$ cat src/rtl/frame_buf_ctrl_pkg.sv
// Shared encodings and helpers for the frame buffer ring controller.
// Holds widths, FSM state constants and the buffer address helper.
// No logic of its own; imported by the controller and its sequence RAM.
package frame_buf_ctrl_pkg;

  localparam int MAX_BUFFERS = 8;
  localparam int MAX_IDX_W   = 3;
  localparam int ADDR_W      = 30;
  localparam int SEQ_W       = 16;

  // Capture FSM states
  localparam logic [0:0] S_IDLE    = 1'b0;
  localparam logic [0:0] S_CAPTURE = 1'b1;

  // Read FSM states
  localparam logic [0:0] R_IDLE = 1'b0;
  localparam logic [0:0] R_BUSY = 1'b1;

  // Ownership of a single ring slot. Not stored: it is implied by
  // rd_idx, wr_idx, frames_ready, reading and capturing.
  typedef enum logic [1:0] {
    BUF_FREE      = 2'd0,
    BUF_CAPTURING = 2'd1,
    BUF_READY     = 2'd2,
    BUF_READING   = 2'd3
  } buf_state_t;

  // Byte address of ring slot idx; wraps naturally at ADDR_W bits.
  function automatic logic [ADDR_W-1:0] buf_addr(
    input logic [MAX_IDX_W-1:0] idx,
    input logic [ADDR_W-1:0]    base,
    input logic [ADDR_W-1:0]    stride
  );
    return base + ADDR_W'(idx) * stride;
  endfunction

endpackage

$ cat src/rtl/frame_seq_ram.sv
// Per-slot frame sequence number store: one write port, one async read port.
// Latency: write lands at the clock edge, read is combinational.
// Backpressure: none; the controller only writes on an accepted frame_done.
//
// Ports:
//   clk, reset        pixel clock, async active-low reset (clears all entries)
//   wr_en/wr_idx/wr_data  capture side write
//   rd_idx/rd_data    read side lookup
module frame_seq_ram
  import frame_buf_ctrl_pkg::*;
#(
  parameter int DEPTH = 4,
  parameter int IDX_W = 2
) (
  input  logic             clk,
  input  logic             reset,
  input  logic             wr_en,
  input  logic [IDX_W-1:0] wr_idx,
  input  logic [SEQ_W-1:0] wr_data,
  input  logic [IDX_W-1:0] rd_idx,
  output logic [SEQ_W-1:0] rd_data
);

  logic [SEQ_W-1:0] mem [DEPTH];

  always_ff @(posedge clk or negedge reset) begin
    if (!reset) begin
      for (int i = 0; i < DEPTH; i++) begin
        mem[i] <= '0;
      end
    end else if (wr_en) begin
      mem[wr_idx] <= wr_data;
    end
  end

  assign rd_data = mem[rd_idx];

endmodule

$ cat src/rtl/frame_buf_ctrl.sv
// Sequences image_if captures over a ring of frame buffers and hands finished frames to the host.
// Latency: trigger and grant are registered, one cycle after the enabling condition is sampled.
// Backpressure: with no free buffer no trigger issues (frames are skipped); grants wait for rd_req and a ready frame.
//
// Ports:
//   clk, reset                 pixel clock, async active-low reset
//   cap_enable, packing_mode_in   host capture controls
//   cap_trigger, cap_start_addr, cap_packing_mode   to image_if
//   cap_frame_done, cap_skipped   from image_if
//   rd_req, rd_done            host readout handshake
//   rd_grant, rd_addr, rd_seq  granted frame
//   frames_ready, frames_missed, spurious_done   status
module frame_buf_ctrl
  import frame_buf_ctrl_pkg::*;
#(
  parameter int               NUM_BUFFERS   = 4,   // legal 2..MAX_BUFFERS
  parameter logic [ADDR_W-1:0] BUF_BASE_ADDR = 30'h0000_0000,
  parameter logic [ADDR_W-1:0] BUF_STRIDE    = 30'h0080_0000
) (
  input  logic              clk,
  input  logic              reset,
  input  logic              cap_enable,
  input  logic              packing_mode_in,
  output logic              cap_trigger,
  output logic [ADDR_W-1:0] cap_start_addr,
  output logic              cap_packing_mode,
  input  logic              cap_frame_done,
  input  logic              cap_skipped,
  input  logic              rd_req,
  output logic              rd_grant,
  output logic [ADDR_W-1:0] rd_addr,
  output logic [SEQ_W-1:0]  rd_seq,
  input  logic              rd_done,
  output logic [3:0]        frames_ready,
  output logic [15:0]       frames_missed,
  output logic              spurious_done
);

  localparam int IDX_W = $clog2(NUM_BUFFERS);

  logic [0:0]       cap_state;
  logic [0:0]       rd_state;
  logic [IDX_W-1:0] wr_idx;
  logic [IDX_W-1:0] rd_idx;
  logic [SEQ_W-1:0] cap_seq;
  logic [SEQ_W-1:0] seq_rd;

  logic       capturing;
  logic       reading;
  logic [4:0] free_cnt;
  logic       cap_go;
  logic       frame_acc;
  logic       rd_go;

  // Ring indices wrap at NUM_BUFFERS, which need not be a power of two.
  function automatic logic [IDX_W-1:0] idx_next(input logic [IDX_W-1:0] i);
    return (i == IDX_W'(NUM_BUFFERS - 1)) ? '0 : i + IDX_W'(1);
  endfunction

  assign capturing = (cap_state == S_CAPTURE);
  assign reading   = (rd_state == R_BUSY);

  // Never negative: the ring has no holes, so the owned slots never exceed NUM_BUFFERS.
  assign free_cnt = 5'(NUM_BUFFERS) - {1'b0, frames_ready} - 5'(reading) - 5'(capturing);

  assign cap_go    = (cap_state == S_IDLE) && cap_enable && (free_cnt != 5'd0);
  assign frame_acc = capturing && cap_frame_done;
  // Uses registered frames_ready, so a frame completing this cycle is grantable next cycle.
  assign rd_go     = (rd_state == R_IDLE) && rd_req && (frames_ready != 4'd0);

  frame_seq_ram #(
    .DEPTH (NUM_BUFFERS),
    .IDX_W (IDX_W)
  ) u_seq_ram (
    .clk     (clk),
    .reset   (reset),
    .wr_en   (frame_acc),
    .wr_idx  (wr_idx),
    .wr_data (cap_seq),
    .rd_idx  (rd_idx),
    .rd_data (seq_rd)
  );

  // Capture side
  always_ff @(posedge clk or negedge reset) begin
    if (!reset) begin
      cap_state        <= S_IDLE;
      cap_trigger      <= 1'b0;
      cap_start_addr   <= '0;
      cap_packing_mode <= 1'b0;
      wr_idx           <= '0;
      cap_seq          <= '0;
    end else begin
      cap_trigger <= 1'b0;
      case (cap_state)
        S_IDLE: begin
          if (cap_go) begin
            cap_trigger      <= 1'b1;
            cap_start_addr   <= buf_addr(MAX_IDX_W'(wr_idx), BUF_BASE_ADDR, BUF_STRIDE);
            cap_packing_mode <= packing_mode_in;
            cap_state        <= S_CAPTURE;
          end
        end
        default: begin
          // cap_enable is not looked at here: a started frame always finishes.
          if (cap_frame_done) begin
            cap_seq   <= cap_seq + SEQ_W'(1);
            wr_idx    <= idx_next(wr_idx);
            cap_state <= S_IDLE;
          end
        end
      endcase
    end
  end

  // Read side
  always_ff @(posedge clk or negedge reset) begin
    if (!reset) begin
      rd_state <= R_IDLE;
      rd_grant <= 1'b0;
      rd_addr  <= '0;
      rd_seq   <= '0;
      rd_idx   <= '0;
    end else begin
      rd_grant <= 1'b0;
      case (rd_state)
        R_IDLE: begin
          if (rd_go) begin
            rd_grant <= 1'b1;
            rd_addr  <= buf_addr(MAX_IDX_W'(rd_idx), BUF_BASE_ADDR, BUF_STRIDE);
            rd_seq   <= seq_rd;
            rd_idx   <= idx_next(rd_idx);
            rd_state <= R_BUSY;
          end
        end
        default: begin
          if (rd_done) begin
            rd_state <= R_IDLE;
          end
        end
      endcase
    end
  end

  // Status counters
  always_ff @(posedge clk or negedge reset) begin
    if (!reset) begin
      frames_ready  <= '0;
      frames_missed <= '0;
      spurious_done <= 1'b0;
    end else begin
      // A completion and a grant in the same cycle cancel out.
      case ({frame_acc, rd_go})
        2'b10:   frames_ready <= frames_ready + 4'd1;
        2'b01:   frames_ready <= frames_ready - 4'd1;
        default: frames_ready <= frames_ready;
      endcase
      if (cap_skipped && (frames_missed != 16'hFFFF)) begin
        frames_missed <= frames_missed + 16'd1;
      end
      if (cap_frame_done && !capturing) begin
        spurious_done <= 1'b1;
      end
    end
  end

endmodule

$ cat config.mk
export PLATFORM = sky130hd
export DESIGN_NAME = frame_buf_ctrl
export DESIGN_NICKNAME = d
export VERILOG_FILES = /design/src/rtl/frame_buf_ctrl_pkg.sv /design/src/rtl/frame_seq_ram.sv /design/src/rtl/frame_buf_ctrl.sv
export SDC_FILE = /design/constraint.sdc
export NUM_CORES = 1
export LEC_CHECK = 0
export ABC_AREA = 1
export ABC_CLOCK_PERIOD_IN_PS = 2300
export BUFFER_PORTS_ARGS = -buffer_cell sky130_fd_sc_hd__buf_2
export CELL_PAD_IN_SITES_DETAIL_PLACEMENT = 0
export CELL_PAD_IN_SITES_GLOBAL_PLACEMENT = 1
export CORE_MARGIN = 2
export CORE_UTILIZATION = 42
export DETAILED_ROUTE_END_ITERATION = 8
export PLACE_DENSITY = 0.89
export SLEW_MARGIN = 20
export SYNTH_ARGS = -nofsm -noshare
export SYNTH_HDL_FRONTEND = slang
export SYNTH_SLANG_ARGS = --single-unit
$ cat constraint.sdc
create_clock -name clk -period 2.3 [get_ports clk]
set_input_delay 0.575 -clock clk [delete_from_list [all_inputs] [get_ports clk]]
set_output_delay 0.575 -clock clk [all_outputs]
set_load 0.03 [all_outputs]
Yosys cells after proc, flatten, opt, wreduce, memory -nomap -nowiden
Cells that the tools add are included.

Flip-flop bits (word level): 130. Input port bits: 8. Output and inout bits: 100. Word-level logic and storage cells: 71.

Add/subtract/negate cells: 9. Magnitude comparators: 3. Eq/ne operators: 5. Mux-type cells: 17. Bitwise gates (word level): 4. Reduce and logical (&&, ||, !) cells: 15.

Operator list (count): bitwise mux 64 bit (1); two-way mux 16 bit (3); adder 16 x 1 -> 16 bit, second input constant (2); binary-select mux 16 bit (select 2 bit) (1); demux 16 bit (select 2 bit) (1); != test 16 bit, second input constant (1); subtractor 5 x 1 -> 5 bit (2); logical AND 1 bit (8); two-way mux 1 bit (8); one-hot mux 4 bit (2 select lines) (1); equality test 2 bit, second input constant (3); greater-or-equal comparator 3 bit, second input constant (2); NOT 2 -> 3 bit (2); AND reduction 2 bit (3); nonzero test 5 bit (1); subtractor 3 x 4 -> 5 bit, first input constant (1); adder 2 x 1 -> 2 bit, second input constant (2); adder 4 x 1 -> 4 bit, second input constant (1); two-way mux 2 bit (2); nonzero test 4 bit (1); subtractor 4 x 1 -> 4 bit, second input constant (1); < comparator 3 x 1 -> 1 bit, second input constant (1); equality test 2 x 1 -> 1 bit, second input constant (1); NOT 1 bit (2); 2 further kinds (2).

Depth between registers and ports, before layout
Gate-level depths: netlist of run 1.

Depth after elaboration: 7. Depth in mapped cells: 13. Gate-level depth less buffers: 12.

Hierarchy
A second synthesis of run 1 with hierarchy kept.

Cells, all modules: 928. Area total of the unflattened synthesis: 7211.9 µm².

Modules (own cells, without submodules): frame_buf_ctrl (times used 1, cells an instance 458, area each 3758.6 µm²); frame_seq_ram (times used 1, cells an instance 470, area each 3453.3 µm²).

Worst setup path before layout of run 1
Ideal clock, no wire load.

Path kind: register to register. Start point: register frames_ready[0]. End point: register cap_state. Arrival: 2.130 ns. Data required time: 2.168 ns. Path slack: 0.038 ns. Cell stages (with the launch flop): 10. Path buffers: 0. Clock period less this slack: 2.262 ns. Cell sequence: dfrtp_1 -> ha_1 -> ha_1 -> inv_1 -> ha_1 -> fa_1 -> nor2_1 -> nand4_1 -> nand2_1 -> o21ai_0.

Word-level cells in the longest chain between the ends: 7.

Ends and longest elaborated chain: start, declared (RTL line frame_buf_ctrl.sv:34) `output logic [3:0] frames_ready,`; start signal, assigned (RTL line frame_buf_ctrl.sv:154) `2'b10: frames_ready <= frames_ready + 4'd1;`; start signal, assigned (RTL line frame_buf_ctrl.sv:155) `2'b01: frames_ready <= frames_ready - 4'd1;`; start signal, assigned (RTL line frame_buf_ctrl.sv:156) `default: frames_ready <= frames_ready;`; subtractor 3 x 4 -> 5 bit (RTL line frame_buf_ctrl.sv:64) `assign free_cnt = 5'(NUM_BUFFERS) - {1'b0, frames_ready} - 5'(reading) - 5'(capturing);`; subtractor 5 x 1 -> 5 bit (2 in a row) (RTL line frame_buf_ctrl.sv:64); nonzero test 5 bit (RTL line frame_buf_ctrl.sv:66) `assign cap_go = (cap_state == S_IDLE) && cap_enable && (free_cnt != 5'd0);`; logical AND 1 bit (RTL line frame_buf_ctrl.sv:66); two-way mux 1 bit (RTL line frame_buf_ctrl.sv:97) `if (cap_go) begin`; two-way mux 1 bit (RTL line frame_buf_ctrl.sv:95) `case (cap_state)`; end signal, assigned (RTL line frame_buf_ctrl.sv:87) `cap_state <= S_IDLE;`; end signal, assigned (RTL line frame_buf_ctrl.sv:101) `cap_state <= S_CAPTURE;`; end signal, assigned (RTL line frame_buf_ctrl.sv:109) `cap_state <= S_IDLE;`; end, declared (RTL line frame_buf_ctrl.sv:41) `logic [0:0] cap_state;`.

No other way between the ends. A chain may end at the register's enable or synchronous reset.

Worst setup path in the final report of run 1
Start point: register rd_state. End point: register cap_packing_mode.

Word-level cells in the longest chain between the ends: 5.

Ends and longest elaborated chain: start, declared (RTL line frame_buf_ctrl.sv:42) `logic [0:0] rd_state;`; start signal, assigned (RTL line frame_buf_ctrl.sv:119) `rd_state <= R_IDLE;`; start signal, assigned (RTL line frame_buf_ctrl.sv:133) `rd_state <= R_BUSY;`; start signal, assigned (RTL line frame_buf_ctrl.sv:138) `rd_state <= R_IDLE;`; subtractor 5 x 1 -> 5 bit (2 in a row) (RTL line frame_buf_ctrl.sv:64); nonzero test 5 bit (RTL line frame_buf_ctrl.sv:66); logical AND 1 bit (RTL line frame_buf_ctrl.sv:66); AND reduction 2 bit (no line); end signal, assigned (RTL line frame_buf_ctrl.sv:100) `cap_packing_mode <= packing_mode_in;`; end, declared (RTL line frame_buf_ctrl.sv:26) `output logic cap_packing_mode,`.

No other way between the ends.

==> qor.txt, run 1 <==
TritonCTS clock tree: yes
Critical path arrival: 2.45 ns
Sequential Area: 3250 um^2
FILL cells: 1458
PwrDens: 1290 nW/um^2
Post-synth EDFFs: 0
Initial core utilization: 0.428
Routed wire length: 12800 um
Worst-path clk slew: 0.06 ns
Leakage: 3.76 nW
Post-synth top area share: 0.502
Syn avg cell area: 8.39 um^2
DRT iter0 DRCs: 232
Status: complete, no violations
RePlAce Congestion: 0.746
Top-count cell post-synth: nand2_1
Die Footprint: 16400 um^2
Ranking of synthesized cells by area: dfrtp_1 (50%), nand2_1 (12%), o21ai_0 (8.7%)
Gr usage total: 0.164
Max Freq: 468 MHz
Largest net degree at the start of global routing: 40
Post-DP HPWL: 8510 um
DRC: 0
CTS sink count: 130
Worst slew pin tran: 0.614 ns
Clock Skews: 0.00850 ns
CP max FO: 2
Total gr overflow: 0
First-pass GRT wire length: 21200 um
Row cnt: 45
Cell Area, Synth: 6480 um^2
Max cap viols: 0
Startpoint types: register
Clk Latency, worst-skew pair: 0.41 ns
CORE AREA: 15100 um^2
Post-synth cell types: 29
Min-Delay Path Class: input port to async pin
Asr flop ratio synth: 1.00
Vias: 4918
CTS root buf: clkbuf_16
Final setup fails: 0
Cells after DPL: 998
H-tree Lvls: 4
Post-route clock period utilization: 0.930
Die width: 128 um
Post-synthesis register bit count: 130
Die height: 128 um
CP endpoint kind: register
Area leader, netlist: dfrtp_1
Num ports: 108
Final Max Slew Viols: 0
Hold Buf Count CTS: 0
Post-Synthesis Cells: 772
DRT antenna net count: 0
Maximum vdd drop: 553 uV
Diode count: 0
Req. time, crit path: 2.61 ns
Via-per-instance ratio: 4.77
CTS Buf Count: 17
Tot Pwr: 9.53 mW
Finished Core Util: 0.487
Multi-input gate area: 2690 um^2
Commonest cells in the netlist: nand2_1 (214), dfrtp_1 (130), o21ai_0 (113)
Crit Path Class: register to register
IO Port Bufs: 51
Final Hold Viols: 0
Cell Count, Final, Fillers Out: 1030
Initial antenna violation count: 0
YS warnings: 0
Ys flop type: dfrtp_1
First drt pass iteration count: 5
Area grow syn2layout: 13.9%
Slew headroom: 0.588
Routed wire per std cell: 12.4 um
Number of global-route vias before repair: 4407
Final nets: 855
CTS max path bufs: 2
Share of cells above drive strength 1: 0.139
Seq/Total Area, Yosys: 0.502
Tmin final: 2.14 ns
==> cells in the final DEF (no fill, tap or decap) <==
master and n:
o21ai_1 10, clkinv_2 2, a21o_1 2, bufinv_16 2, buf_2 50, o22ai_1 7, o21ai_0 112, inv_2 3
or2_2 1, nor3_1 3, clkbuf_16 17, nand3b_1 1, xor2_1 14, nor2_1 69, ha_2 2, nand4_1 7
clkbuf_8 5, xnor2_1 7, o21ai_4 1, clkinvlp_4 3, buf_4 16, nand2_4 1, dfrtp_1 130, o21ai_2 1
clkbuf_1 1, ha_1 13, nand2_2 6, inv_1 50, nand3_2 1, nand2_1 213, conb_1 56, nor2_4 3
fa_1 2, buf_12 2, nand3_1 28, clkinv_4 1
==> logic make-up after synthesis <==
| kind of cell | Yosys count | share of synthesized area |
|---|---|---|
| AO/OA/AOI/OAI | 133 | 0.107 |
| XOR/XNOR | 21 | 0.0284 |
| adder cells (fa/ha/maj) | 17 | 0.0351 |
| buffers and inverters | 137 | 0.117 |
| flip-flops | 130 | 0.502 |
| other | 1 | 0.000579 |
| AND/OR/NAND/NOR | 333 | 0.210 |
==> sequential cells by signal, indices dropped and copies added (netlist names), 2 cells and up <==
name            count
wr_idx              2
rd_idx              2
cap_start_addr      2
cap_seq            16
rd_seq             16
frames_ready        4
rd_addr             2
frames_missed      16
u_seq_ram.mem      64
==> layout make-up <==
cell class	instances	share of cell area
Timing Repair Buffer	68	0.0556
Inverter	53	0.0269
Clock inverter	8	0.0137
Multi-Input combinational cell	560	0.364
Sequential cell	130	0.441
Tap cell	188	0.0319
Clock buffer	23	0.0675
==> critical path, cell delays in order, from the launching register on <==
cell and delay, ns:
dfrtp_1 0.39, ha_2 0.32, inv_1 0.04, ha_1 0.17, ha_2 0.18, fa_1 0.43
nor2_1 0.10, nand4_1 0.13, buf_4 0.17, nand3_1 0.06, nand2_1 0.05
==> what timing repair did <==
item                                    4_1_cts  5_1_grt
resized for setup                             0        4
endpoints found under the setup margin        0        5
buffers inserted                              0        1
==> report_power, final <==
group | internal [mW] | total, mW | switching (mW) | leakage [nW]
Sequential | 2.98 | 3.46 | 0.477 | 1.67
Clock | 1.73 | 2.69 | 0.958 | 0.287
Combinational | 1.12 | 3.39 | 2.27 | 1.80
Total | 5.83 | 9.53 | 3.70 | 3.76
==> worst paths after layout <==
path	start	slack, ns	cells past startpoint	end
worst max-delay path	rd_state	0.16	10	cap_packing_mode
worst min-delay path	reset	0.1	1	u_seq_ram.mem[44]
worst max register to register	rd_state	0.16	10	cap_packing_mode
worst min register to register	spurious_done	0.46	1	spurious_done
max in group asynchronous	reset	1.60	2	u_seq_ram.mem[17]
min in group clk	rd_done	0.38	2	rd_state
==> through the flow <==
stage | worst slack, ns | hold WS (ns) | setup TNS [ns] | area, um^2
floorplan | 0.0375 | 0.279 | 0 | 6690
global placement | 0.139 | 0.451 | 0 | 6770
detailed placement | 0.0903 | 0.459 | 0 | 6770
CTS | 0.0844 | 0.0852 | 0 | 7370
global route | -0.00881 | 0.111 | -0.0141 | 7380
finish | 0.161 | 0.0977 | 0 | 7380
==> routing by layer <==
layer / wire [um] / GRT usage / vias up
met5: 0 / 0 / -
met3: 562 / 0.0401 / 15
met2: 5910 / 0.258 / 112
met1: 6170 / 0.218 / 2307
met4: 182 / 0.0640 / 0
li1: - / - / 2484
(Power assumes the default switching activity.)
==> inputs of run 2 (changes only) <==
GPL_TIMING_DRIVEN = 0   (was default)
==> run 2 against run 1 <==
Against the previous run: worst hold slack worse by 0.046 ns; highest routed layer unchanged; sequential share of layout area is 2.8 points lower; core utilization is 3.2 points higher.
==> qor.txt, run 2 (same netlist as run 1, synthesis figures left out) <==
RePlAce Congestion: 0.778 (+4.2%)
Cells after DPL: 1067 (+6.9%)
Routed wire per std cell: 13.4 um (+7.9%)
IO Port Bufs: 51 (unchanged)
Share of cells above drive strength 1: 0.190 (+0.0507)
PwrDens: 1260 nW/um^2 (-2.3%)
Die width: 128 um (unchanged)
Final nets: 924 (+8.1%)
CTS root buf: clkbuf_16
Final Max Slew Viols: 0 (unchanged)
First drt pass iteration count: 5 (unchanged)
Via-per-instance ratio: 4.72 (-1.1%)
Max cap viols: 0 (unchanged)
Post-DP HPWL: 10200 um (+19%)
Clock Skews: 0.00597 ns (-0.00254 ns)
Die height: 128 um (unchanged)
CP max FO: 7 (+5)
Vias: 5194 (+5.6%)
CTS max path bufs: 2 (unchanged)
First-pass GRT wire length: 25000 um (+18%)
Routed wire length: 14800 um (+15%)
Worst-case reg-to-reg path depth: 9 (-1)
Post-route clock period utilization: 0.925 (-0.00506)
Commonest non-fill, non-tap cells in the layout: nand2_1 (213), dfrtp_1 (130), o21ai_0 (111)
Worst-path clk slew: 0.06 ns (about the same)
RSZ-0062 raised after global routing: yes
Row cnt: 45 (unchanged)
Largest stage delay, worst path: 0.44 ns (about the same)
Most used cell along the critical path: ha_2
Req. time, crit path: 2.60 ns (about the same)
CORE AREA: 15100 um^2 (unchanged)
DRC: 0 (unchanged)
Leakage: 4.07 nW (+8.4%)
H-tree Lvls: 4 (unchanged)
Num ports: 108 (unchanged)
Area grow syn2layout: 21.5%
Sequential Area: 3250 um^2 (unchanged)
Finished Core Util: 0.520 (+0.0325)
Reg with most FFs: u_seq_ram.mem
Maximum vdd drop: 621 uV (+12%)
Diode count: 0 (unchanged)
Min-Delay Path Class: input port to async pin
Status: complete, no violations
Final Hold Viols: 0 (unchanged)
Number of global-route vias before repair: 4999 (+13%)
Max reg flops: 64 (unchanged)
Max Freq: 470 MHz (+0.55%)
Crit-path cells: ha_2, inv_1, ha_1, ha_2, fa_1, nor2_1, nand4_1, nand2_2, o21ai_0
R2r startpoint: rd_state
DRT iter0 DRCs: 263 (+13%)
Hold slack: 0.0513 ns (-0.0464 ns)
Startpoint types: register
TritonCTS clock tree: yes
FILL cells: 1473 (+1.0%)
Initial core utilization: 0.428 (unchanged)
Gr usage total: 0.194 (+0.0304)
CTS Buf Count: 17 (unchanged)
Total gr overflow: 0 (unchanged)
CP top delay family: adder cells
Critical path arrival: 2.42 ns (-0.03 ns)
Crit Path Class: register to register
Initial antenna violation count: 0 (unchanged)
DRT antenna net count: 0 (unchanged)
Slew headroom: 0.546 (-0.0416)
Number of buffers and inverters on the critical path: 1 (-1)
Final setup fails: 0 (unchanged)
Hold Buf Count CTS: 0 (unchanged)
Largest net degree at the start of global routing: 83 (+110%)
Cell Count, Final, Fillers Out: 1100 (+6.8%)
Crit. Startpoint: rd_state
Clk Latency, worst-skew pair: 0.42 ns (about the same)
Tmin final: 2.13 ns (-0.0116 ns)
Leading cell type in the layout, fill and taps excluded: nand2_1
Multi-input gate area: 2690 um^2 (about the same)
CP endpoint kind: register
Slowest CP cell: fa_1
Reg-to-reg endpoint: cap_start_addr[23]
R2R Setup Slk: 0.17 ns (about the same)
CTS sink count: 130 (unchanged)
Die Footprint: 16400 um^2 (unchanged)
Worst slew pin tran: 0.676 ns (+0.0620 ns)
-- run 2: cell types whose count changed in the layout (fill, tap and decap cells not counted), moves of 2 or more --
cell       before  now
bufinv_16       2    4
clkinv_2        2    0
clkinv_4        1    5
buf_12          2    0
clkbuf_8        5    0
clkbuf_1        1   16
buf_4          16   59
inv_6           0    4
buf_2          50   59
buf_6           0    2
-- run 2: how the worst max path moves through the flow --
stage	to	slack (ns)	depth (start not counted)
2_1_floorplan	cap_state	0.04	9
3_3_place_gp	frames_missed[2]	-1.09	1
3_5_place_dp	frames_ready[2]	-0.10	9
4_1_cts	cap_state	0.05	9
5_1_grt	frames_ready[2]	-0.04	10
6_report	cap_start_addr[23]	0.17	9
-- run 2: layout make-up --
type	instances	share of cell area
inverters	53	0.0259
clock inverters	14	0.0261
clock buffers	18	0.0545
plain buffers	83	0.0701
well taps	188	0.0299
multi-input cells	560	0.341
repair buffers	54	0.0391
flip-flops and latches	130	0.413
-- run 2: metrics by stage --
step                      worst slack, ns  power [mW]  instance area [um^2]  TNS (ns)
after floorplan                    0.0375        6.00                  6690         0
after global placement              -1.09        6.94                  7180   -140.36
after detailed placement           -0.103        7.03                  7210    -0.199
after CTS                          0.0469        9.96                  7850         0
after global routing              -0.0371        10.7                  7870   -0.0656
final                               0.173        9.94                  7870         0
-- run 2: repair_timing --
| action | CTS | global route |
|---|---|---|
| pin swaps | 0 | 3 |
| cloned | 0 | 0 |
| setup buffers | 0 | 2 |
| resized for setup | 2 | 7 |
| endpoints found under the setup margin | 3 | 7 |
-- run 2: per-layer routing --
metal  vias up  part of all wire  track usage
met3        14             0.051       0.0484
met2       135              0.49        0.327
met4         0            0.0089       0.0537
met5         -                 0            0
li1       2609                 -            -
met1      2436              0.45        0.249
-- run 2: power breakdown --
part	total [mW]	switching, mW	internal (mW)
Sequential	3.47	0.489	2.98
Combinational	3.59	2.40	1.19
Clock	2.88	1.05	1.83
Total	9.94	3.94	6.00
==> inputs of run 3 (changes only) <==
==> constraint.sdc (replaced) <==
create_clock -name clk -period 2.3 [get_ports clk]
set_input_delay 0.46 -clock clk [delete_from_list [all_inputs] [get_ports clk]]
set_output_delay 0.46 -clock clk [all_outputs]
set_load 0.03 [all_outputs]
==> run 3 against run 2 <==
Against the previous run: sequential share of layout area fell by 0.052 points; design area rose by 0.13%; combinational power barely moved; register-to-register slack barely moved; flip-flop and latch count did not move; core utilization rose by 0.066 points; critical path depth did not move; total power barely moved; non-clock buffer count rose by 1; clock power barely moved; sequential power barely moved; wire length rose by 0.24%; critical path type unchanged; critical endpoint unchanged.
==> qor.txt, run 3 (same netlist as run 1, synthesis figures left out) <==
Initial core utilization: 0.428 (unchanged)
TritonCTS clock tree: yes
Vias: 5206 (+0.23%)
Final Hold Viols: 0 (unchanged)
Critical path arrival: 2.43 ns (about the same)
Setup TNS Final: 0 ns (unchanged)
Routed wire per std cell: 13.4 um (+0.15%)
CTS Buf Count: 17 (unchanged)
Hold slack: 0.247 ns (+0.195 ns)
First-pass GRT wire length: 25000 um (unchanged)
Slew headroom: 0.546 (about the same)
Diode count: 0 (unchanged)
Cell Count, Final, Fillers Out: 1101 (+0.091%)
Post-DP HPWL: 10200 um (unchanged)
CORE AREA: 15100 um^2 (unchanged)
Worst-path clk slew: 0.06 ns (about the same)
Maximum vdd drop: 622 uV (+0.25%)
Final Max Slew Viols: 0 (unchanged)
Max reg flops: 64 (unchanged)
Share of cells above drive strength 1: 0.189 (-0.000208)
IO Port Bufs: 51 (unchanged)
CTS sink count: 130 (unchanged)
Routed wire length: 14800 um (+0.24%)
CP endpoint kind: register
Number of global-route vias before repair: 4999 (unchanged)
Die width: 128 um (unchanged)
Row cnt: 45 (unchanged)
Num ports: 108 (unchanged)
DRT iter0 DRCs: 249 (-5.3%)
Clock Skews: 0.00639 ns (+0.000424 ns)
Req. time, crit path: 2.60 ns (about the same)
Gr usage total: 0.194 (unchanged)
PwrDens: 1260 nW/um^2 (about the same)
Leakage: 4.08 nW (+0.10%)
Commonest non-fill, non-tap cells in the layout: nand2_1 (213), dfrtp_1 (130), o21ai_0 (111)
RePlAce Congestion: 0.778 (unchanged)
Crit Path Class: register to register
Worst slew pin tran: 0.676 ns (-0.0000696 ns)
CTS max path bufs: 2 (unchanged)
DRT antenna net count: 0 (unchanged)
Leading cell type in the layout, fill and taps excluded: nand2_1
Startpoint types: register
Area grow syn2layout: 21.7%
CP max FO: 7 (unchanged)
CTS root buf: clkbuf_16
Min-Delay Path Class: input port to register
DRC: 0 (unchanged)
Final nets: 925 (+0.11%)
Clk Latency, worst-skew pair: 0.42 ns (about the same)
Die height: 128 um (unchanged)
Finished Core Util: 0.521 (+0.000661)
Via-per-instance ratio: 4.73 (+0.14%)
Final setup fails: 0 (unchanged)
Post-route clock period utilization: 0.925 (about the same)
First drt pass iteration count: 4 (-1)
Cells after DPL: 1067 (unchanged)
Largest net degree at the start of global routing: 83 (unchanged)
Initial antenna violation count: 0 (unchanged)
Tmin final: 2.13 ns (+0.00109 ns)
Status: complete, no violations
Max cap viols: 0 (unchanged)
RSZ-0062 raised after global routing: yes
Total gr overflow: 0 (unchanged)
Reg with most FFs: u_seq_ram.mem
Die Footprint: 16400 um^2 (unchanged)
Max Freq: 470 MHz (about the same)
H-tree Lvls: 4 (unchanged)
==> run 3: final cells by class <==
| class | count | area [um^2] |
|---|---|---|
| multi-input combinational | 560 | 2690 |
| sequential | 130 | 3250 |
| clock inverter | 14 | 205 |
| fill | 1474 | 7260 |
| inverter | 53 | 204 |
| timing repair buffer | 55 | 318 |
| clock buffer | 18 | 429 |
| tap | 188 | 235 |
| buffer | 83 | 552 |
==> run 3: critical path: stages, from the launching register on <==
cell     delay (ns)
dfrtp_1        0.40
ha_2           0.32
inv_1          0.04
ha_1           0.17
ha_2           0.18
fa_1           0.44
nor2_1         0.09
nand4_1        0.12
nand2_2        0.16
o21ai_0        0.09
==> run 3: per-stage QoR <==
stage / power (mW) / setup WS (ns) / instance area (um^2)
2_1_floorplan: 6.00 / 0.0375 / 6690
3_3_place_gp: 6.94 / -0.978 / 7180
3_5_place_dp: 7.03 / -0.0523 / 7210
4_1_cts: 9.96 / 0.0469 / 7860
5_1_grt: 10.7 / -0.0371 / 7880
6_report: 9.94 / 0.172 / 7880
==> run 3: where the power goes <==
part	internal [mW]	switching (mW)
clock network	1.83	1.05
registers	2.98	0.488
logic	1.19	2.40
==> run 3: timing repair <==
| item | 4_1_cts | 5_1_grt |
|---|---|---|
| buffers inserted | 0 | 2 |
| gates cloned | 0 | 0 |
| hold buffers | 1 | 0 |
| setup endpoints to repair | 3 | 7 |
| resized for setup | 2 | 7 |
| pin swaps | 0 | 3 |
| endpoints found under the hold margin | 48 | 0 |
==> run 3: metal layers <==
layer	routed length [um]	global-route usage	vias to the layer above	part of all wire
met5	0	0	-	0
met1	6680	0.249	2442	0.45
li1	-	-	2613	-
met3	722	0.0484	13	0.049
met2	7250	0.327	138	0.49
met4	144	0.0537	0	0.0097
==> run 3: worst paths after layout <==
check,start,to,slack (ns),depth (start not counted)
min in group asynchronous,reset,u_seq_ram.mem[56],0.53,2
min reg2reg,spurious_done,spurious_done,0.46,1
max in group asynchronous,reset,u_seq_ram.mem[0],1.04,3
min,rd_done,rd_state,0.25,2
max,rd_state,cap_start_addr[23],0.17,9
max reg2reg,rd_state,cap_start_addr[23],0.17,9
